<file path="config.mk">
export PLATFORM = sky130hd
export DESIGN_NAME = timer_bamse_multi_flat
export DESIGN_NICKNAME = d
export VERILOG_FILES = /design/src/rtl/timer_bamse_multi_if.sv /design/src/rtl/timer_bamse_multi.sv /design/src/flat_wrapper.sv
export SDC_FILE = /design/constraint.sdc
export NUM_CORES = 1
export LEC_CHECK = 0
export ABC_AREA = 1
export CORE_MARGIN = 2
export CORE_UTILIZATION = 47
export DETAILED_ROUTE_END_ITERATION = 16
export GPL_TIMING_DRIVEN = 0
export HOLD_SLACK_MARGIN = 0.05
export PLACE_DENSITY_LB_ADDON = 0.05
export SYNTH_ARGS = -nofsm -noshare
export SYNTH_HDL_FRONTEND = slang
export SYNTH_SLANG_ARGS = --single-unit
</file>
<file path="constraint.sdc">
create_clock -name clk -period 3.2 [get_ports clk]
set_input_delay 0.48 -clock clk [delete_from_list [all_inputs] [get_ports clk]]
set_output_delay 0.48 -clock clk [all_outputs]
set_load 0.01 [all_outputs]
</file>
<file path="src/rtl/timer_bamse_multi_if.sv">
// 8-bit PicoBlaze port bus between the processor (master) and the timer (slave).
interface timer_bamse_multi_if;
  logic [7:0] address;
  logic [7:0] config_in;
  logic [7:0] config_out;
  logic       ren;
  logic       wen;

  modport master (output address, config_in, ren, wen, input config_out);
  modport slave  (input address, config_in, ren, wen, output config_out);
endinterface

</file>
<file path="src/rtl/timer_bamse_multi.sv">
// NCH independent prescaled up-counting timers on the PicoBlaze port bus,
// with one-shot/auto-reload, sticky W1C flags and a combined irq.
module timer_bamse_multi #(
  parameter logic [7:0] ADDR  = 8'h00,
  parameter int         NCH   = 2,
  parameter int         WIDTH = 16
) (
  input  logic                      clk,
  input  logic                      rst,
  timer_bamse_multi_if.slave        bus,
  output logic                      irq,
  output logic [NCH-1:0]            rolloff
);
  localparam logic [8:0]       SPAN = 9'(4 * NCH);
  localparam logic [WIDTH-1:0] CMAX = '1;
  localparam logic [WIDTH-1:0] ONE  = WIDTH'(1);

  logic [7:0]     off;
  logic           hit;
  logic [7:0]     rd_ch [NCH];
  logic [NCH-1:0] irq_vec;
  logic [7:0]     config_out_q, config_out_d;

  // Offset arithmetic wraps in 8 bits so any ADDR base works.
  assign off = bus.address - ADDR;
  assign hit = ({1'b0, off} < SPAN);

  for (genvar gi = 0; gi < NCH; gi++) begin : g_ch
    logic             sel, wr_ctrl, wr_stat, wr_lo, wr_hi, rd_lo, tick, at_max;
    logic [6:0]       pmax;
    logic [15:0]      wr16;
    logic [7:0]       rdata;
    logic             en_q, en_d, auto_q, auto_d, irq_en_q, irq_en_d;
    logic             running_q, running_d, flag_q, flag_d, roll_q, roll_d;
    logic [2:0]       presc_q, presc_d;
    logic [6:0]       pcnt_q, pcnt_d;
    logic [7:0]       lo_q, lo_d, shadow_q, shadow_d;
    logic [WIDTH-1:0] reload_q, reload_d, count_q, count_d;

    assign sel     = hit && (off[3:2] == 2'(gi));
    assign wr_ctrl = bus.wen && sel && (off[1:0] == 2'd0);
    assign wr_stat = bus.wen && sel && (off[1:0] == 2'd1);
    assign wr_lo   = bus.wen && sel && (off[1:0] == 2'd2);
    assign wr_hi   = bus.wen && sel && (off[1:0] == 2'd3);
    assign rd_lo   = bus.ren && sel && (off[1:0] == 2'd2);
    // 2^presc - 1; presc=7 wraps 128 to 0 and back to 127 in 7 bits.
    assign pmax    = (7'd1 << presc_q) - 7'd1;
    assign tick    = running_q && en_q && (pcnt_q == pmax);
    assign at_max  = (count_q == CMAX);
    assign wr16    = {bus.config_in, lo_q};

    always_comb begin
      en_d      = en_q;
      auto_d    = auto_q;
      irq_en_d  = irq_en_q;
      presc_d   = presc_q;
      reload_d  = reload_q;
      lo_d      = lo_q;
      count_d   = count_q;
      pcnt_d    = pcnt_q;
      running_d = running_q;
      flag_d    = flag_q;
      shadow_d  = shadow_q;
      roll_d    = 1'b0;
      if (running_q && en_q) pcnt_d = (pcnt_q == pmax) ? 7'd0 : pcnt_q + 7'd1;
      // Clear first so a simultaneous rolloff re-sets the flag.
      if (wr_stat && bus.config_in[0]) flag_d = 1'b0;
      if (tick) begin
        count_d = at_max ? reload_q : count_q + ONE;
        if (at_max) begin
          flag_d = 1'b1;
          roll_d = 1'b1;
          if (!auto_q) running_d = 1'b0;
        end
      end
      // CTRL write comes after the tick so go overrides a same-cycle rolloff.
      if (wr_ctrl) begin
        en_d     = bus.config_in[0];
        auto_d   = bus.config_in[2];
        irq_en_d = bus.config_in[3];
        presc_d  = bus.config_in[6:4];
        if (bus.config_in[1]) begin
          count_d   = reload_q;
          pcnt_d    = 7'd0;
          running_d = 1'b1;
        end
      end
      if (wr_lo) lo_d = bus.config_in;
      if (wr_hi) reload_d = wr16[WIDTH-1:0];
      if (rd_lo) shadow_d = 8'(count_q[WIDTH-1:8]);
    end

    always_ff @(posedge clk) begin
      if (!rst) begin
        en_q <= 1'b0; auto_q <= 1'b0; irq_en_q <= 1'b0; presc_q <= '0;
        reload_q <= '0; lo_q <= '0; count_q <= '0; pcnt_q <= '0;
        running_q <= 1'b0; flag_q <= 1'b0; shadow_q <= '0; roll_q <= 1'b0;
      end else begin
        en_q <= en_d; auto_q <= auto_d; irq_en_q <= irq_en_d; presc_q <= presc_d;
        reload_q <= reload_d; lo_q <= lo_d; count_q <= count_d; pcnt_q <= pcnt_d;
        running_q <= running_d; flag_q <= flag_d; shadow_q <= shadow_d; roll_q <= roll_d;
      end
    end

    always_comb begin
      case (off[1:0])
        2'd0:    rdata = {1'b0, presc_q, irq_en_q, auto_q, running_q, en_q};
        2'd1:    rdata = {6'd0, running_q, flag_q};
        2'd2:    rdata = count_q[7:0];
        default: rdata = shadow_q;
      endcase
    end

    assign rd_ch[gi]   = rdata;
    assign irq_vec[gi] = flag_q & irq_en_q;
    assign rolloff[gi] = roll_q;
  end

  always_comb begin
    config_out_d = 8'h00;
    if (bus.ren && hit) begin
      for (int c = 0; c < NCH; c++) begin
        if (off[3:2] == 2'(c)) config_out_d = rd_ch[c];
      end
    end
  end

  always_ff @(posedge clk) begin
    if (!rst) config_out_q <= 8'h00;
    else      config_out_q <= config_out_d;
  end

  assign bus.config_out = config_out_q;
  assign irq            = |irq_vec;
endmodule

</file>
<file path="src/flat_wrapper.sv">
// flat-port wrapper written by rule: the top's interface ports become plain ports
module timer_bamse_multi_flat 
#(
  parameter logic [7:0] ADDR  = 8'h00,
  parameter int         NCH   = 2,
  parameter int         WIDTH = 16
)
  (clk, rst, irq, rolloff, bus_address, bus_config_in, bus_ren, bus_wen, bus_config_out);
  timer_bamse_multi_if bus_i ();
  input  logic clk;
  input  logic rst;
  output logic irq;
  output logic [NCH-1:0] rolloff;
  input wire logic [$bits(bus_i.address)-1:0] bus_address;
  input wire logic [$bits(bus_i.config_in)-1:0] bus_config_in;
  input wire logic [$bits(bus_i.ren)-1:0] bus_ren;
  input wire logic [$bits(bus_i.wen)-1:0] bus_wen;
  output wire logic [$bits(bus_i.config_out)-1:0] bus_config_out;
  assign bus_i.address = bus_address;
  assign bus_i.config_in = bus_config_in;
  assign bus_i.ren = bus_ren;
  assign bus_i.wen = bus_wen;
  assign bus_config_out = bus_i.config_out;
  timer_bamse_multi #(.ADDR(ADDR), .NCH(NCH), .WIDTH(WIDTH)) u_core (.clk(clk), .rst(rst), .bus(bus_i), .irq(irq), .rolloff(rolloff));
endmodule
</file>
==> impl_metrics.sql <==
INSERT INTO impl_metrics (metric_group, metric, value, unit) VALUES
('run_status', 'run_status', 'finished clean', ''),
('global_routing', 'grt_usage', '27.9', '%'),
('clock_tree', 'postCtsHoldBufs', '0', ''),
('power', 'power', '3.89', 'mW'),
('worst_hold_path', 'worst_hold_path.endpoint', 'u_core.g_ch[1].lo_q[5]', ''),
('layout', 'finish.cell_count_without_fillers', '1349', ''),
('worst_setup_path', 'cpMaxStageDelayCell', 'sky130_fd_sc_hd__nor2_2', ''),
('worst_setup_path', 'arrival', '2820', 'ps'),
('layout', 'register_area', '2720', 'um2'),
('clock_tree', 'post_cts_resize_count', '0', ''),
('die', 'chipHeight', '129', 'um'),
('clock_tree', 'cts.sink_count', '136', ''),
('route', 'post-route-drc-count', '0', ''),
('timing', 'final_hold_viol_count', '0', ''),
('global_routing', 'antenna_found_initial', '0', ''),
('route', 'routed_wire_length_per_instance', '16.4', 'um'),
('timing', 'finalClockSkew', '14.1', 'ps'),
('yosys', 'synth_top_flop_cell', 'sky130_fd_sc_hd__dfxtp_1', ''),
('worst_hold_path', 'min-delay-start', 'u_core.g_ch[1].lo_q[5]', ''),
('route', 'route.vias.total', '7346', ''),
('layout', 'drive_above_1_share', '8.44', '%'),
('layout', 'layout_commonest_cell', 'sky130_fd_sc_hd__nand2_1', ''),
('timing', 'holdWs', '462', 'ps'),
('worst_setup_path', 'reg2regPathDepth', '14', ''),
('timing', 'final_critical_path_setup_slack', '746', 'ps'),
('global_routing', 'grt_overflow_total', '0', ''),
('die', 'design.die.area', '16600', 'um2'),
('route', 'detail_route.vias_per_cell', '5.45', ''),
('worst_setup_path', 'regToRegSetupSlack', '750', 'ps'),
('yosys', 'yosysWarnings', '0', ''),
('route', 'totalWireLength', '22100', 'um'),
('global_routing', 'number_of_global_route_vias_before_repair', '6721', ''),
('layout', 'fillers', '1546', ''),
('worst_setup_path', 'critical_path_required', '3560', 'ps'),
('route', 'ant_nets', '0', ''),
('worst_hold_path', 'hold_depth', '2', ''),
('worst_setup_path', 'criticalPathCategory', 'register to register', ''),
('power', 'irDropWorstVdd', '0.000408', 'V'),
('timing', 'max_transition_viols_final', '0', ''),
('placement', 'pre_cts_slack', '568', 'ps'),
('clock_tree', 'cts_setup_buffers', '0', ''),
('worst_setup_path', 'timing.critical_path.from_type', 'register', ''),
('timing', 'grt_setup_unrepaired', 'false', ''),
('placement', 'detailedPlacementHpwl', '16200', 'um'),
('layout', 'n_antenna_cell', '0', ''),
('run', 'cap_violations', '0', ''),
('clock_tree', 'cts_tree', 'built', ''),
('timing', 'finalCritPeriodShare', '76.7', '%'),
('yosys', 'syn_avg_cell_area', '6.66', 'um2'),
('clock_tree', 'ctsHtreeMaxLevel', '4', ''),
('yosys', 'total_standard_cell_area_after_synthesis', '7320', 'um2'),
('power', 'power_density', '460', 'nW/um2'),
('worst_setup_path', 'rr_endpoint', 'u_core.g_ch[1].count_q[3]', ''),
('worst_setup_path', 'critical_path.cell_chain', 'nor2_2 > nand2_2 > ha_1 > inv_1 > nand2_1 > nand2_1 > nand2_1 > nand2_1 > nand3_1 > nor2_2 > nand4_1 > nor2_1 > nor2_1 > nor2_1', ''),
('worst_setup_path', 'critical_path.reg2reg.startpoint', 'u_core.g_ch[1].presc_q[1]', ''),
('layout', 'area_growth', '15.5', '%'),
('clock_tree', 'cts_root_buffer', 'sky130_fd_sc_hd__clkbuf_16', ''),
('worst_setup_path', 'crit_path_frequent_cell', 'sky130_fd_sc_hd__nand2_1', ''),
('yosys', 'yosys_register_bits', '136', ''),
('route', 'drt_pre_antenna_iters', '5', ''),
('placement', 'place.gp.congestion', '0.886', ''),
('die', 'fp.dieW', '129', 'um'),
('clock_tree', 'buffer_depth_of_the_longest_clock_path', '2', ''),
('worst_setup_path', 'worstPathMaxFanout', '10', ''),
('timing', 'period_minus_slack', '2450', 'ps'),
('timing', 'fmax', '407', 'MHz'),
('worst_setup_path', 'critical_path.max_stage_delay', '420', 'ps'),
('route', 'starting_drt_drc_count', '663', ''),
('yosys', 'instance_count_of_the_mapped_netlist', '1100', ''),
('placement', 'dp_cells', '1317', ''),
('die', 'num_rows', '45', '');
==> synth_stat cells, drive strengths merged, types with 3 or more instances <==
library cell,number,area [um2]
nor2,101,470
nand4,25,178
dfxtp,136,2720
clkinv,3,11.3
a21oi,122,611
ha,5,62.6
o22ai,6,37.5
or2,3,18.8
nand2,275,1060
buf,15,88.8
nor3,12,86.3
nand3,114,613
o21ai,87,435
clkbuf,27,101
xor2,21,184
inv,128,480
o211ai,4,30.0
==> per-layer routing <==
metal,vias up,track usage (%),routed length (um)
met1,3371,40.4,11000
li1,3712,-,-
met2,234,42.3,9500
met4,0,8.25,372
met5,-,0,0
met3,29,5.07,1280
==> cell families (layout without fill, tap and decap cells) <==
family          after synthesis  after routing  share of synthesized area (%)
simple gates                537            537                           33.9
xor+xnor                     21             21                           2.51
flops                       136            136                           37.2
buf+inv                     173            234                           9.31
mux                           1              1                          0.137
compound gates              227            227                           16.1
fa+ha+maj                     5              5                          0.854
==> registers in the layout, indices dropped and copies added, names as in the netlist <==
register / count
u_core.bus.config_out: 8
u_core.g_ch.auto_q: 2
u_core.g_ch.presc_q: 6
u_core.g_ch.irq_en_q: 2
u_core.g_ch.shadow_q: 16
u_core.g_ch.running_q: 2
u_core.g_ch.roll_q: 2
u_core.g_ch.pcnt_q: 14
u_core.g_ch.flag_q: 2
u_core.g_ch.en_q: 2
u_core.g_ch.reload_q: 32
u_core.g_ch.count_q: 32
u_core.g_ch.lo_q: 16
==> through the flow <==
step           cell area [um2]  util (%)
2_1_floorplan             7320         -
3_3_place_gp              7850      51.6
3_5_place_dp              7850      51.6
4_1_cts                   8460      55.7
5_1_grt                   8460      55.7
6_report                  8460      55.7
==> worst max-delay path, delay by kind of cell (launching register included) <==
family / cells / cell delay (ps)
adders and majority gates: 1 / 290
buffers and inverters: 1 / 120
DFF: 1 / 390
and+or+nand+nor: 12 / 1580
==> report_power, final <==
part	switching (mW)	leakage, nW	internal [mW]	total (mW)
clock	0.800	0.285	1.25	2.05
sequential	0.00175	1.09	1.70	1.70
combinational	0.107	1.97	0.0430	0.150
==> area by class of cell <==
cell class,count,area share (%)
Buffer,42,2.25
Clock buffer,18,5.19
Clock inverter,14,2.04
Inverter,131,5.81
Multi-Input combinational cell,791,46.3
Sequential cell,136,32.2
Tap cell,188,2.78
Timing Repair Buffer,29,3.43
==> how the worst max path moves through the flow <==
stage | start | end | slack (ps)
3_5_place_dp | bus_address[7] | u_core.g_ch[1].reload_q[10] | 570
5_1_grt | u_core.g_ch[1].presc_q[1] | u_core.g_ch[1].count_q[3] | 480
3_3_place_gp | bus_address[7] | u_core.g_ch[1].reload_q[10] | 580
2_1_floorplan | u_core.g_ch[1].presc_q[1] | u_core.g_ch[1].count_q[4] | 1280
4_1_cts | u_core.g_ch[1].presc_q[1] | u_core.g_ch[1].count_q[3] | 760
6_report | u_core.g_ch[1].presc_q[1] | u_core.g_ch[1].count_q[3] | 750
Note: power is estimated with default switching activity, not from simulation.
